<file path="src/rtl/apb_req_arbiter.sv">
// ---------------------------------------------------------------------------
// apb_req_arbiter
//   Round-robin arbiter that lets NUM_REQ requesters share one apb_master
//   bridge-side command interface. The winning command is latched onto the
//   bridge outputs and held until the APB ACCESS phase completes
//   (psel & penable & pready). The winner then gets a one-cycle done pulse,
//   and its grant is held until psel drops.
//
// Ports
//   pclk_i            clock, rising edge
//   prst_i            synchronous active-low reset
//   req_valid_i       per-requester command valid (held until done)
//   req_write_i       per-requester write flag (1 = write)
//   req_addr_i        packed addresses, requester i at [i*ADDR_WIDTH +: ADDR_WIDTH]
//   req_wdata_i       packed write data, same packing
//   grant_o           one-hot owner of the bridge
//   done_o            one-cycle completion pulse to the owner
//   rdata_o           data of the most recent completed read
//   apb_transfer_o    transfer request to apb_master
//   apb_wr_rd_o       direction to apb_master (1 = write)
//   apb_write_addr_o  write address to apb_master (0 for reads)
//   apb_read_addr_o   read address to apb_master (0 for writes)
//   apb_write_data_o  write data to apb_master (0 for reads)
//   apb_read_data_i   read data returned by apb_master
//   psel_i            monitored APB psel
//   penable_i         monitored APB penable
//   pready_i          monitored APB pready
// ---------------------------------------------------------------------------
module apb_req_arbiter #(
    parameter int unsigned NUM_REQ    = 2,
    parameter int unsigned ADDR_WIDTH = 32,
    parameter int unsigned DATA_WIDTH = 32
) (
    input  logic                          pclk_i,
    input  logic                          prst_i,
    input  logic [NUM_REQ-1:0]            req_valid_i,
    input  logic [NUM_REQ-1:0]            req_write_i,
    input  logic [NUM_REQ*ADDR_WIDTH-1:0] req_addr_i,
    input  logic [NUM_REQ*DATA_WIDTH-1:0] req_wdata_i,
    output logic [NUM_REQ-1:0]            grant_o,
    output logic [NUM_REQ-1:0]            done_o,
    output logic [DATA_WIDTH-1:0]         rdata_o,
    output logic                          apb_transfer_o,
    output logic                          apb_wr_rd_o,
    output logic [ADDR_WIDTH-1:0]         apb_write_addr_o,
    output logic [ADDR_WIDTH-1:0]         apb_read_addr_o,
    output logic [DATA_WIDTH-1:0]         apb_write_data_o,
    input  logic [DATA_WIDTH-1:0]         apb_read_data_i,
    input  logic                          psel_i,
    input  logic                          penable_i,
    input  logic                          pready_i
);

    localparam int unsigned IDX_W = (NUM_REQ > 1) ? $clog2(NUM_REQ) : 1;

    typedef enum logic [1:0] {
        ST_IDLE    = 2'd0,
        ST_BUSY    = 2'd1,
        ST_RELEASE = 2'd2
    } state_t;

    state_t                  r_state;
    logic [IDX_W-1:0]        r_rr_ptr;
    logic [IDX_W-1:0]        r_owner;
    logic [NUM_REQ-1:0]      r_grant;
    logic [NUM_REQ-1:0]      r_done;
    logic [DATA_WIDTH-1:0]   r_rdata;
    logic                    r_transfer;
    logic                    r_wr_rd;
    logic [ADDR_WIDTH-1:0]   r_write_addr;
    logic [ADDR_WIDTH-1:0]   r_read_addr;
    logic [DATA_WIDTH-1:0]   r_write_data;

    logic                    w_any_req;
    logic                    w_found_hi;
    logic [IDX_W-1:0]        w_idx_hi;
    logic [IDX_W-1:0]        w_idx_lo;
    logic [IDX_W-1:0]        w_winner;
    logic [NUM_REQ-1:0]      w_grant_vec;
    logic                    w_win_write;
    logic [ADDR_WIDTH-1:0]   w_win_addr;
    logic [DATA_WIDTH-1:0]   w_win_wdata;
    logic                    w_access_done;
    logic [IDX_W-1:0]        w_rr_next;

    // Round-robin pick: lowest valid index at or above rr_ptr, otherwise
    // wrap to the lowest valid index overall. The descending scan leaves the
    // lowest qualifying index in each candidate.
    always_comb begin
        w_any_req  = |req_valid_i;
        w_found_hi = 1'b0;
        w_idx_hi   = '0;
        w_idx_lo   = '0;
        for (int i = int'(NUM_REQ) - 1; i >= 0; i--) begin
            if (req_valid_i[IDX_W'(i)]) begin
                w_idx_lo = IDX_W'(i);
                if (IDX_W'(i) >= r_rr_ptr) begin
                    w_idx_hi   = IDX_W'(i);
                    w_found_hi = 1'b1;
                end
            end
        end
        w_winner = w_found_hi ? w_idx_hi : w_idx_lo;
    end

    // Command fields of the current winner, sliced out of the packed buses.
    always_comb begin
        w_grant_vec = NUM_REQ'(1) << w_winner;
        w_win_write = req_write_i[w_winner];
        w_win_addr  = req_addr_i[32'(w_winner) * ADDR_WIDTH +: ADDR_WIDTH];
        w_win_wdata = req_wdata_i[32'(w_winner) * DATA_WIDTH +: DATA_WIDTH];
    end

    // APB ACCESS handshake and the pointer value that puts the owner last.
    always_comb begin
        w_access_done = psel_i & penable_i & pready_i;
        w_rr_next     = (r_owner == IDX_W'(NUM_REQ - 1)) ? '0 : r_owner + IDX_W'(1);
    end

    // Arbitration FSM with registered bridge outputs.
    always_ff @(posedge pclk_i) begin
        if (!prst_i) begin
            r_state      <= ST_IDLE;
            r_rr_ptr     <= '0;
            r_owner      <= '0;
            r_grant      <= '0;
            r_done       <= '0;
            r_rdata      <= '0;
            r_transfer   <= 1'b0;
            r_wr_rd      <= 1'b0;
            r_write_addr <= '0;
            r_read_addr  <= '0;
            r_write_data <= '0;
        end else begin
            // done is a single-cycle pulse
            r_done <= '0;
            case (r_state)
                ST_IDLE: begin
                    if (w_any_req) begin
                        r_state      <= ST_BUSY;
                        r_owner      <= w_winner;
                        r_grant      <= w_grant_vec;
                        r_transfer   <= 1'b1;
                        r_wr_rd      <= w_win_write;
                        // only the address/data lane for the active direction is driven
                        r_write_addr <= w_win_write ? w_win_addr  : '0;
                        r_read_addr  <= w_win_write ? '0 : w_win_addr;
                        r_write_data <= w_win_write ? w_win_wdata : '0;
                    end
                end
                ST_BUSY: begin
                    if (w_access_done) begin
                        r_state      <= ST_RELEASE;
                        r_done       <= r_grant;
                        if (!r_wr_rd) begin
                            r_rdata <= apb_read_data_i;
                        end
                        r_transfer   <= 1'b0;
                        r_wr_rd      <= 1'b0;
                        r_write_addr <= '0;
                        r_read_addr  <= '0;
                        r_write_data <= '0;
                        r_rr_ptr     <= w_rr_next;
                    end
                end
                ST_RELEASE: begin
                    // hold ownership until the bridge has left the transfer
                    if (!psel_i) begin
                        r_state <= ST_IDLE;
                        r_grant <= '0;
                    end
                end
                default: begin
                    r_state <= ST_IDLE;
                    r_grant <= '0;
                end
            endcase
        end
    end

    assign grant_o          = r_grant;
    assign done_o           = r_done;
    assign rdata_o          = r_rdata;
    assign apb_transfer_o   = r_transfer;
    assign apb_wr_rd_o      = r_wr_rd;
    assign apb_write_addr_o = r_write_addr;
    assign apb_read_addr_o  = r_read_addr;
    assign apb_write_data_o = r_write_data;

    // Structural invariants of the grant/done outputs.
    a_grant_onehot : assert property (@(posedge pclk_i) disable iff (!prst_i)
        $onehot0(grant_o));
    a_done_onehot : assert property (@(posedge pclk_i) disable iff (!prst_i)
        $onehot0(done_o));
    a_done_owner : assert property (@(posedge pclk_i) disable iff (!prst_i)
        ((done_o & ~grant_o) == '0));
    a_transfer_owned : assert property (@(posedge pclk_i) disable iff (!prst_i)
        (apb_transfer_o |-> (grant_o != '0)));

endmodule

</file>
<file path="config.mk">
export PLATFORM = sky130hd
export DESIGN_NAME = apb_req_arbiter
export DESIGN_NICKNAME = d
export VERILOG_FILES = /design/src/rtl/apb_req_arbiter.sv
export SDC_FILE = /design/constraint.sdc
export NUM_CORES = 1
export LEC_CHECK = 0
export ABC_AREA = 1
export BUFFER_PORTS_ARGS = -buffer_cell sky130_fd_sc_hd__buf_2
export CAP_MARGIN = 10
export CORE_ASPECT_RATIO = 1.75
export CORE_MARGIN = 2
export CORE_UTILIZATION = 30
export DETAILED_ROUTE_END_ITERATION = 12
export PLACE_DENSITY_LB_ADDON = 0.12
export SLEW_MARGIN = 10
export SYNTH_ARGS = -nofsm -noshare
export SYNTH_HDL_FRONTEND = slang
export SYNTH_SLANG_ARGS = --single-unit
</file>
<file path="constraint.sdc">
create_clock -name pclk_i -period 2.9 [get_ports pclk_i]
set_input_delay 0.145 -clock pclk_i [delete_from_list [all_inputs] [get_ports pclk_i]]
set_output_delay 0.145 -clock pclk_i [all_outputs]
set_load 0.005 [all_outputs]
</file>
-- Word-level counts from Yosys, hierarchy flattened
Cells that the tools add are included.
Widths: inputs -> output; s select.
- add/sub/neg operators: 1
- reductions and logical operators: 10
- equal/unequal tests: 5
- shift-type cells: 3
- multiplexer cells: 30
- bitwise operators: 4
- order comparisons: 2
- operators with widths (kind ; count):
    $mux 32 ; 7
    $pmux 32 s2 ; 3
    $shiftx 64x7->32 ; 2
    $reduce_and 3->1 ; 5
    $mux 1 ; 12
    $pmux 2 s3 ; 2
    $mux 2 ; 4
    $ne 2x2->1 const B ; 3
    $pmux 1 s2 ; 2
    $reduce_and 2->1 ; 2
    $and 1x1->1 ; 2
    $eq 2x1->1 const B ; 1
    $eq 2x2->1 const B ; 1
    $logic_not 2->1 ; 1
    $lt 1x2->1 const B ; 1
    $not 1->1 ; 2
    $reduce_bool 2->1 ; 1
    $reduce_or 2->1 ; 1
    $shl 1x1->2 const A ; 1
    $add 1x1->1 const B ; 1
    $ge 1x1->1 const A ; 1
- word-level logic and storage cells: 66
- output and inout bits: 134
- flip-flop bits (word level): 138

-- Longest topological paths before layout
Gate-level depths: netlist of the first run.
- depth after elaboration: 9
- gate-level depth with buffers: 9
- depth with buffers taken out: 7

-- Least setup slack after synthesis of the first run
No wires, ideal clock.
- path type: reg-to-reg
- start: register r_state[0]
- end: register r_read_addr[0], in the netlist apb_read_addr_o[0]
- buffers on the path: 2
- setup slack: 1.648 ns
- arrival time: 1.142 ns
- cell stages (with the launch flop): 8
- cell sequence: dfxtp_1 inv_2 a21oi_1 buf_2 buf_2 nand3_1 nand2_1 nor2_1
- cells in the longest elaborated chain, start to end: 3
- ends and longest elaborated chain (what ; RTL line ; text):
    from (decl) ; 62 ; state_t r_state;
    from (signal assigned) ; 123 ; r_state <= ST_IDLE;
    from (signal assigned) ; 140 ; r_state <= ST_BUSY;
    from (signal assigned) ; 153 ; r_state <= ST_RELEASE;
    $eq 2x1->1 / $logic_not 2->1 (equally long branches) ; 137 ; case (r_state)
    $ne 2x2->1 (no source line) / $reduce_bool 2->1 (equally long branches) ; -- ;
    $reduce_and 3->1 (no source line) ; -- ;
    to (signal assigned) ; 147 ; r_read_addr <= w_win_write ? '0 : w_win_addr;
    to (decl) ; 71 ; logic [ADDR_WIDTH-1:0] r_read_addr;
Parallel ways exist; a longest one is shown, timed or not.
A chain may end at the register's enable or synchronous reset.

-- Final worst setup path of the first run
- start: register r_state[0]
- end: register r_write_data[0], in the netlist apb_write_data_o[0]
- cells in the longest elaborated chain, start to end: 3
- ends and longest elaborated chain (what ; RTL line ; text):
    $eq 2x1->1 / $logic_not 2->1 (equally long branches) ; 137 ;
    $ne 2x2->1 (no source line) / $reduce_bool 2->1 (equally long branches) ; -- ;
    $reduce_and 3->1 (no source line) ; -- ;
    to (signal assigned) ; 148 ; r_write_data <= w_win_write ? w_win_wdata : '0;
    to (decl) ; 72 ; logic [DATA_WIDTH-1:0] r_write_data;
Parallel ways exist; a longest one is shown, timed or not.

==> results of run 1 <==
[layer usage]
metal	up-vias	GRT usage [%]
li1	3449	-
met1	2842	19.6
met2	214	33.6
met3	16	5.90
met4	0	6.19
met5	-	0
[cell usage after synthesis (all sizes together)]
cell type / n / share of area [%]
a21oi: 4 / 0.32
inv: 159 / 9.5
o21ai: 33 / 2.6
conb: 1 / 0.060
nand2: 221 / 13
clkinv: 20 / 1.2
clkbuf: 31 / 1.8
dfxtp: 134 / 43
nor3: 1 / 0.079
buf: 41 / 3.6
nand3: 155 / 12
nor2: 209 / 13
[critical path, cell delays in order, from the launching register on]
cell,delay (ns)
dfxtp_1,0.39
inv_2,0.08
nor2_2,0.40
nand2_4,0.30
nand3_4,0.16
buf_4,0.42
nand2_1,0.10
inv_1,0.07
nor2_1,0.04
[power by group through the flow]
stage          Combinational [mW]  Sequential (mW)  Clock (mW)
4_1_cts                      1.82             2.27        2.19
3_3_place_gp                 1.78             2.30           0
3_5_place_dp                 1.78             2.31           0
6_report                     1.78             2.27        2.13
2_1_floorplan                1.13             2.33           0
5_1_grt                      2.09             2.31        2.26
[final cells by class]
cell class | instances | area (um^2)
tap | 252 | 315
sequential | 134 | 2680
multi-input combinational | 625 | 2630
clock inverter | 9 | 101
fill | 2288 | 12300
inverter | 179 | 672
timing repair buffer | 281 | 1640
clock buffer | 23 | 468
[through the flow]
step / instance area (um^2) / util, %
5_1_grt: 8510 / 41.0
3_3_place_gp: 7620 / 36.7
6_report: 8510 / 41.0
2_1_floorplan: 6290 / -
3_5_place_dp: 7620 / 36.7
4_1_cts: 8510 / 41.0
[placed cells by master (no fill, tap or decap), drive strengths merged]
cell,instances
clkinv,26
o21ai,33
clkinvlp,1
a21oi,4
inv,159
bufinv,2
dfxtp,134
nor3,1
nand2,221
conb,2
dlygate4sd3,32
clkbuf,23
nand3,155
buf,249
nor2,209
[logic make-up (layout without fill, tap and decap cells)]
kind of cell / after synthesis / count (layout) / share of synthesized area, %
AOI/OAI and AO/OA: 37 / 37 / 2.94
buffers and inverters: 251 / 492 / 16.1
and+or+nand+nor: 586 / 586 / 38.2
other: 1 / 2 / 0.0596
DFF: 134 / 134 / 42.6
[state kept, by name, summed over array words and instances (netlist names)]
register          cells
grant_o               1
r_state               2
apb_read_addr_o      32
apb_write_data_o     32
apb_transfer_o        1
apb_wr_rd_o           1
done_o                1
apb_write_addr_o     32
rdata_o              32
[path summary, 6_finish.rpt]
path,from,endpoint
setup / recovery,r_state[0],apb_write_data_o[0]
setup reg to reg,r_state[0],apb_write_data_o[0]
hold / removal,psel_i,r_state[1]
hold reg to reg,grant_o[0],done_o[0]
==> metrics.md, run 1 <==
| Metric | Value |
|---|---|
| Result of the run | `finished clean` |
| X dimension of the die | `113 um` |
| Max_cap viols | `0` |
| Max Buffers Root-to-Sink | `2` |
| Die Footprint | `0.0222 mm^2` |
| Category of the worst setup path launch point | `register` |
| Data arrival, critical path | `2.42 ns` |
| Worst supply voltage drop on vdd | `0.428 mV` |
| Maximum fanout along the worst path | `45` |
| Clk slew on worst S/H paths | `0.06 ns` |
| Category of the critical setup timing path | `register to register` |
| Drt wl/cell | `13.2 um` |
| Critical Path RT | `3.22 ns` |
| Number of buffers inserted by hold repair at cts | `32` |
| Number of vias per cell after detailed routing | `4.34` |
| Final setup TNS | `0 ns` |
| Worst max-slew margin expressed relative to the limit | `56.4%` |
| Count of yosys warnings during synthesis | `0` |
| Height of the die | `196 um` |
| WHS | `0.0680 ns` |
| Non-filler cells in the finished layout | `1503` |
| Remaining antenna violation count | `0` |
| Worst slack, placed | `0.748 ns` |
| Achievable frequency | `477 MHz` |
| Number of buffers inserted during clock tree synthesis | `17` |
| Total routed wire length on the met1 layer | `7830 um` |
| Actual slew at the worst max-slew pin | `0.653 ns` |
| Routed length on met3 | `1440 um` |
| Vias in the first global route | `6277` |
| Post-CTS repair timing setup buffer count | `0` |
| PnR worst setup slack | `0.805 ns` |
| Overall fraction of global-route tracks in use | `18.4%` |
| Resize count post-CTS | `0` |
| Flip-flop and latch count after synthesis | `134` |
| Final Power | `6.18 mW` |
| Logic depth of the worst register-to-register path | `8` |
| Root Buffer | `clkbuf_16` |
| Maximum level of the CTS H-tree | `4` |
| Port Buffers | `235` |
| Sequential fraction of the synthesis area | `42.6%` |
| Net load switching power | `2.05 mW` |
| Average size of a mapped cell | `6.23 um^2` |
| Total DRC errors in the routed layout | `0` |
| Cell-internal power | `4.13 mW` |
| Hold path depth | `3` |
| Number of failing setup endpoints in the final timing report | `0` |
| TritonCTS sink count | `134` |
| Number of diodes added for antenna fixing | `0` |
| Fraction of final layout cells sized beyond drive strength 1 | `22.9%` |
| Final min period | `2.10 ns` |
| Synth unique cells | `19` |
| Routability Congestion | `0.738` |
| Maximum number of pins on one net before global-route repair | `76` |
| Clock latency at the later pin of the worst-skew pair | `0.43 ns` |
| Combinational Power Share | `28.8%` |
| Clock power frac | `34.4%` |
| Gate count of the mapped netlist | `1009` |
| Final period utilization | `72.2%` |
| Sum of net half-perimeters after detailed placement | `13100 um` |
| Final net count | `1407` |
| Placed cell count | `1439` |
| Total number of vias | `6521` |
| First-pass GRT wire length | `32100 um` |
| Number of antenna violations at the first check in global routing | `0` |
| Worst hold-check path type | `primary input to register` |
| Placement row count | `70` |
| Total wire length | `19900 um` |
| TritonCTS clock tree | `yes` |
| Leakage dissipation | `4.74 nW` |
| Share of total power in sequential cells | `36.7%` |
| Number of design-rule violations left by the first detailed-router iteration | `325` |
| Total iterations of the first detailed-routing run | `4` |
| Post-Syn Area | `0.00629 mm^2` |
| Initial core utilization | `30.3%` |
| Worst Skew | `0.00669 ns` |
| Total I/O pin count | `303` |
| Final Max Slew Viols | `0` |
| Share of total power consumed by net switching | `33.1%` |
| Standard cell core area | `0.0208 mm^2` |
| Unrepaired setup endpoints after global routing | `false` |
| Ratio of total power to cell area | `726 mW/mm^2` |
| Final count of hold timing violations | `0` |
| Reg2Reg Setup Slack | `0.80 ns` |
| Nature of the critical path endpoint | `register` |
| Top layer used by detailed routing | `met4` |
| Overflow left after global routing | `0` |
| Area added between synthesis and finish | `35.2%` |
| Met2 routed wirelength | `10300 um` |
No activity file was read; power rests on OpenSTA's default activity.
==> inputs of run 2 (changes only) <==
ABC_AREA = 0   (was 1)
clock period = 1.84 ns   (was 2.9 ns; I/O delays follow)
==> run 2 against run 1 <==
Effect of this change:
- non-clock buffer count rose by 72
- hold slack worse by 0.025 ns
- register-to-register slack lost 0.50 ns
- final area increased by 4.4%
- flip-flop and latch count unchanged
- area after synthesis fell by 7.7%
- via count is 11% lower
- count of clock-buffer cells in the layout down 2
- routed wire length decreased by 9.5%
- power rose by 29%
==> metrics.md, run 2 <==
| Metric | Value |
|---|---|
| Result of the run | `finished clean` |
| TritonCTS sink count | `134 (unchanged)` |
| Number of design-rule violations left by the first detailed-router iteration | `273 (-16%)` |
| Total iterations of the first detailed-routing run | `4 (unchanged)` |
| Remaining antenna violation count | `0 (unchanged)` |
| Number of failing setup endpoints in the final timing report | `0 (unchanged)` |
| Most common library cells after synthesis | `dfxtp_1, nand2_1, mux2i_1, nand4_1, clkbuf_1` |
| Initial core utilization | `30.4% (+0.086 points)` |
| Maximum fanout along the worst path | `23 (-49%)` |
| Total number of vias | `5775 (-11%)` |
| Commonest cells after routing, fill and taps aside | `buf_2, dfxtp_1, nand2_1, mux2i_1, dlygate4sd3_1` |
| Die Footprint | `0.0205 mm^2 (-7.4%)` |
| Placement row count | `67 (-4.3%)` |
| Average size of a mapped cell | `9.34 um^2 (+50%)` |
| Ratio of total power to cell area | `897 mW/mm^2 (+23%)` |
| Overflow left after global routing | `0 (unchanged)` |
| Overall fraction of global-route tracks in use | `17.2% (-1.1 points)` |
| Number of antenna violations at the first check in global routing | `0 (unchanged)` |
| Worst Skew | `0.0144 ns (+0.00770 ns)` |
| Category of the critical setup timing path | `register to register` |
| Total DRC errors in the routed layout | `0 (unchanged)` |
| Port Buffers | `235 (unchanged)` |
| Data arrival, critical path | `1.88 ns (-0.54 ns)` |
| Flip-flop and latch count after synthesis | `134 (unchanged)` |
| Vias in the first global route | `5705 (-9.1%)` |
| Portion of synthesized cell area occupied by the leading cell type | `46.2% (+3.5 points)` |
| Final standard cell area without fillers | `0.00888 mm^2 (+4.4%)` |
| Clock latency at the later pin of the worst-skew pair | `0.42 ns (about the same)` |
| Unrepaired setup endpoints after global routing | `false` |
| Number of vias per cell after detailed routing | `4.92 (+13%)` |
| Nature of the critical path endpoint | `register` |
| EDFF count, synth | `0 (unchanged)` |
| Post-Syn Area | `0.00581 mm^2 (-7.7%)` |
| Sum of net half-perimeters after detailed placement | `11900 um (-9.3%)` |
| Most common cell after layout, fill and taps aside | `buf_2` |
| Fraction of final layout cells sized beyond drive strength 1 | `31.7% (+8.8 points)` |
| Category of the worst setup path launch point | `register` |
| TritonCTS clock tree | `yes` |
| Clk slew on worst S/H paths | `0.06 ns (about the same)` |
| Most common cell in the netlist | `dfxtp_1` |
| Final period utilization | `83.6% (+11 points)` |
| Synth unique cells | `31 (+12)` |
| Gate count of the mapped netlist | `622 (-38%)` |
| Number of diodes added for antenna fixing | `0 (unchanged)` |
| Area added between synthesis and finish | `52.8%` |
| Dominant register cell in the synthesized netlist | `dfxtp_1` |
| Total I/O pin count | `303 (unchanged)` |
| Routability Congestion | `0.731 (-0.98%)` |
| Resize count post-CTS | `0 (unchanged)` |
| Placed instance area | `0.00725 mm^2 (-4.8%)` |
| Max Buffers Root-to-Sink | `2 (unchanged)` |
| Final setup TNS | `0 ns (unchanged)` |
| Count of yosys warnings during synthesis | `0 (unchanged)` |
| Final min period | `1.54 ns (-0.557 ns)` |
| Total wire length | `18000 um (-9.5%)` |
| First-pass GRT wire length | `28100 um (-12%)` |
| X dimension of the die | `109 um (-3.8%)` |
| Cell taking the most area after synthesis | `dfxtp_1` |
| Standard cell core area | `0.0191 mm^2 (-7.9%)` |
| Max_cap viols | `0 (unchanged)` |
| Leakage dissipation | `4.00 nW (-16%)` |
| Achievable frequency | `650 MHz (+36%)` |
| Height of the die | `188 um (-3.8%)` |
| Maximum level of the CTS H-tree | `4 (unchanged)` |
| Final net count | `1088 (-23%)` |
| Critical Path RT | `2.18 ns (-1.04 ns)` |
| Drt wl/cell | `15.3 um (+16%)` |
| Number of buffers inserted during clock tree synthesis | `17 (unchanged)` |
| Area contributors post-synth | `dfxtp_1, mux2i_1, nand4_1` |
| Final count of hold timing violations | `0 (unchanged)` |
| Proportion of synthesized flip-flops having asynchronous set or reset | `0% (unchanged)` |
| Root Buffer | `clkbuf_16` |
| Maximum number of pins on one net before global-route repair | `98 (+29%)` |
| Worst hold-check path type | `primary input to register` |
| Worst supply voltage drop on vdd | `0.455 mV (+6.2%)` |
| Final Max Slew Viols | `0 (unchanged)` |
| Sequential fraction of the synthesis area | `46.2% (+3.5 points)` |
run 2: cell count changes in the layout (fill, tap and decap cells not counted), moves of 9 or more:
| cell | change |
|---|---|
| nand4_1 | +65 |
| a21boi_0 | +28 |
| buf_12 | +9 |
| nand3_1 | -121 |
| mux2i_1 | +97 |
| clkinv_1 | -20 |
| dlygate4sd3_1 | +65 |
| nor2_1 | -208 |
| nand2_1 | -119 |
| inv_1 | -155 |
| nand4b_1 | +32 |
run 2: final timing paths:
kind	depth (start not counted)	slack (ns)	end	from
worst max-delay path	5	0.30	apb_write_data_o[11]	r_state[0]
worst max register to register	5	0.30	apb_write_data_o[11]	r_state[0]
worst min register to register	2	0.44	done_o[0]	grant_o[0]
worst min-delay path	3	0.04	r_state[0]	req_valid_i[0]
run 2: logic make-up after synthesis:
family | Yosys count | share of synthesized area, %
AO/OA/AOI/OAI | 73 | 8.06
multiplexers | 97 | 16.7
buffers and inverters | 77 | 6.44
AND/OR/NAND/NOR | 240 | 22.5
flip-flops | 134 | 46.2
other | 1 | 0.0646
run 2: repair_timing:
action                    in CTS  in global routing
hold endpoints to repair     128                  0
buffers inserted               0                  0
hold buffers                  97                  0
run 2: area by class of cell:
type,instances,area (um^2)
clock inverters,11,171
multi-input cells,412,2780
flip-flops and latches,134,2680
inverters,1,3.75
well taps,241,302
repair buffers,353,2460
clock buffers,21,480
fillers,1847,10200
run 2: critical path: stages (launching register included):
cell	delay, ns
dfxtp_1	0.34
buf_4	0.18
a211oi_4	0.24
buf_12	0.23
buf_12	0.22
mux2i_1	0.21
run 2: power by group:
group / total, mW / switching [mW] / internal [mW] / leakage (nW)
Combinational: 1.17 / 0.575 / 0.592 / 2.60
Sequential: 3.07 / 0.0556 / 3.01 / 1.09
Clock: 3.72 / 1.31 / 2.41 / 0.304
Total: 7.96 / 1.94 / 6.02 / 4.00
run 2: metrics by stage:
step	setup slack, ns	std cells	hold slack [ns]	utilization [%]	total power [mW]
after floorplan	0.399	623	0.239	-	3.72
after global routing	0.161	1173	0.0731	46.4	8.31
after CTS	0.265	1173	0.0165	46.4	8.10
after detailed placement	0.296	1044	0.358	38.0	4.14
final	0.302	1173	0.0434	46.4	7.96
after global placement	0.340	1044	0.346	38.0	4.12
run 2: metal layers:
layer	global-route usage (%)	up-vias	part of all wire, %
li1	-	2823	-
met1	18.1	2733	39
met2	31.5	189	52
met3	3.86	30	5.4
met4	8.08	0	2.8
met5	0	-	0
==> inputs of run 3 (changes only) <==
ABC_AREA = 1   (was 0)
clock period = 1.4 ns   (was 1.84 ns; I/O delays follow)
==> run 3 against run 2 <==
Effect of this change:
- critical path depth grew 4
- largest power group unchanged
- final area grew 7.5%
- via count grew 17%
- first-iteration DRC count grew 25%
==> metrics.md, run 3 (synthesis gave the netlist of run 1 again) <==
| Metric | Value |
|---|---|
| Logic depth of the worst register-to-register path | `9 (+4)` |
| Final min period | `1.34 ns (-0.200 ns)` |
| Total wire length | `21400 um (+19%)` |
| Final net count | `1474 (+35%)` |
| Crit-path max cell delay | `0.37 ns (+0.03 ns)` |
| Placed cell count | `1458 (+40%)` |
| Total iterations of the first detailed-routing run | `4 (unchanged)` |
| Maximum number of pins on one net before global-route repair | `64 (-35%)` |
| Most common cell after layout, fill and taps aside | `buf_2` |
| TritonCTS clock tree | `yes` |
| Final count of hold timing violations | `0 (unchanged)` |
| PnR worst setup slack | `0.0617 ns (-0.240 ns)` |
| Critical-path cell with the highest stage delay | `dfxtp_4` |
| Commonest cells after routing, fill and taps aside | `buf_2, nand2_1, nor2_1, inv_1, nand3_1` |
| Worst setup path end | `apb_write_data_o[1]` |
| Number of failing setup endpoints in the final timing report | `0 (unchanged)` |
| Maximum level of the CTS H-tree | `4 (unchanged)` |
| Library cell appearing most often on the critical path | `nand2_1` |
| Hold path depth | `5 (+2)` |
| Series of cell instances along the critical path | `inv_4 > nor2_4 > nand2_4 > nand3_4 > buf_4 > clkbuf_16 > nand2_1 > nand2_1 > nor2_1` |
| Final Max Slew Viols | `0 (unchanged)` |
| Height of the die | `196 um (+4.0%)` |
| Worst supply voltage drop on vdd | `0.855 mV (+88%)` |
| Kind of cell adding the most delay to the critical path | `simple AND/OR/NAND/NOR gates` |
| Area added between synthesis and finish | `51.8%` |
| Total DRC errors in the routed layout | `0 (unchanged)` |
| Non-filler cells in the finished layout | `1571 (+34%)` |
| Achievable frequency | `747 MHz (+15%)` |
| Remaining antenna violation count | `0 (unchanged)` |
| Leakage dissipation | `5.20 nW (+30%)` |
| Initial core utilization | `30.3% (-0.086 points)` |
| Reg2Reg Capture Point | `apb_write_data_o[1]` |
| Reg2Reg Setup Slack | `0.06 ns (-0.24 ns)` |
| Critical Path RT | `1.72 ns (-0.46 ns)` |
| Standard cell core area | `0.0208 mm^2 (+8.6%)` |
| Clk slew on worst S/H paths | `0.06 ns (about the same)` |
| Ratio of total power to cell area | `1500 mW/mm^2 (+67%)` |
| Clock latency at the later pin of the worst-skew pair | `0.43 ns (about the same)` |
| Worst hold-check path type | `primary input to register` |
| Beginning of the critical path | `r_state[0]` |
| Number of antenna violations at the first check in global routing | `1 (+1)` |
| TritonCTS sink count | `134 (unchanged)` |
| First-pass GRT wire length | `33000 um (+17%)` |
| Port Buffers | `235 (unchanged)` |
| Overflow left after global routing | `0 (unchanged)` |
| Drt wl/cell | `13.6 um (-11%)` |
| Number of vias per cell after detailed routing | `4.31 (-12%)` |
| Number of design-rule violations left by the first detailed-router iteration | `341 (+25%)` |
| Max_cap viols | `0 (unchanged)` |
| Maximum fanout along the worst path | `13 (-43%)` |
| Final period utilization | `95.6% (+12 points)` |
| Routability Congestion | `0.758 (+3.7%)` |
| Root Buffer | `clkbuf_16` |
| Data arrival, critical path | `1.66 ns (-0.22 ns)` |
| R2r startpoint | `r_state[0]` |
| Category of the worst setup path launch point | `register` |
| Sum of net half-perimeters after detailed placement | `13700 um (+16%)` |
| X dimension of the die | `113 um (+3.9%)` |
| CP Depth | `9 (+4)` |
| Unrepaired setup endpoints after global routing | `true` |
| Nature of the critical path endpoint | `register` |
| Worst Skew | `0.00847 ns (-0.00592 ns)` |
| Category of the critical setup timing path | `register to register` |
| Final Power | `14.3 mW (+79%)` |
| Total number of vias | `6773 (+17%)` |
| Max Buffers Root-to-Sink | `2 (unchanged)` |
| Number of buffers inserted during clock tree synthesis | `17 (unchanged)` |
| Final setup TNS | `0 ns (unchanged)` |
| Overall fraction of global-route tracks in use | `18.8% (+1.6 points)` |
| Vias in the first global route | `6695 (+17%)` |
| Bufs and invs on worst path | `3 (unchanged)` |
| Worst slack, placed | `-0.0788 ns (-0.375 ns)` |
| Total I/O pin count | `303 (unchanged)` |
| Result of the run | `finished clean` |
| Die Footprint | `0.0222 mm^2 (+8.0%)` |
| Placement row count | `70 (+4.5%)` |
| Fraction of final layout cells sized beyond drive strength 1 | `25.2% (-6.5 points)` |
-- run 3: cell count changes in the layout (fill, tap and decap cells not counted), sizes merged, moves of 33 or more --
cell    before  now
a21boi      33    0
nand3       34  155
mux2i       97    0
nand4       65    0
nor2         0  209
inv          1  159
nand2       99  221
-- run 3: worst register-to-register path, cell delays in order, from the launching register on --
cell and delay, ns:
dfxtp_4 0.37, inv_4 0.05, nor2_4 0.13, nand2_4 0.08, nand3_4 0.13, buf_4 0.17
clkbuf_16 0.17, nand2_1 0.05, nand2_1 0.05, nor2_1 0.04
-- run 3: metal layers --
layer / vias to the layer above / wire length [um] / GRT usage [%]
li1: 3584 / - / -
met1: 2961 / 8320 / 20.1
met2: 194 / 11300 / 34.1
met3: 34 / 1170 / 5.21
met4: 0 / 548 / 7.95
met5: - / 0 / 0
-- run 3: what timing repair did --
item	CTS	global route
hold endpoints to repair	69	0
cloned	0	10
setup buffers	0	4
pin swaps	0	2
hold buffers	66	0
resized for setup	4	35
setup endpoints to repair	81	125
-- run 3: cell type report --
| type | count | area, um^2 |
|---|---|---|
| clock inverter | 12 | 201 |
| tap | 252 | 315 |
| clock buffer | 20 | 447 |
| timing repair buffer | 348 | 2560 |
| multi-input combinational | 625 | 2660 |
| sequential | 134 | 2690 |
| inverter | 179 | 674 |
| antenna | 1 | 2.50 |
| fill | 2203 | 11200 |
-- run 3: where the power goes --
| group | leakage, nW | total [mW] | internal [mW] | switching [mW] |
|---|---|---|---|---|
| combinational | 3.78 | 4.60 | 2.10 | 2.50 |
| sequential | 1.10 | 4.71 | 4.41 | 0.296 |
| clock | 0.310 | 4.97 | 3.21 | 1.76 |
-- run 3: through the flow --
step                      hold slack (ns)  instance area (um^2)  util (%)
after floorplan                     0.234                  6290         -
after global placement              0.318                  7920      38.2
after detailed placement            0.323                  7920      38.2
after CTS                        0.000250                  9240      44.5
after global routing               0.0353                  9550      46.0
final                              0.0164                  9550      46.0
-- run 3: how the worst min path moves through the flow --
| stage | to | from | slack (ns) |
|---|---|---|---|
| finish | apb_write_data_o[23] | req_wdata_i[23] | 0.02 |
| global route | apb_write_addr_o[5] | req_addr_i[5] | 0.04 |
| CTS | apb_write_data_o[7] | req_wdata_i[7] | 0.0003 |
| detailed placement | rdata_o[14] | apb_read_data_i[14] | 0.32 |
| global placement | rdata_o[9] | apb_read_data_i[9] | 0.32 |
| floorplan | rdata_o[5] | apb_read_data_i[5] | 0.23 |
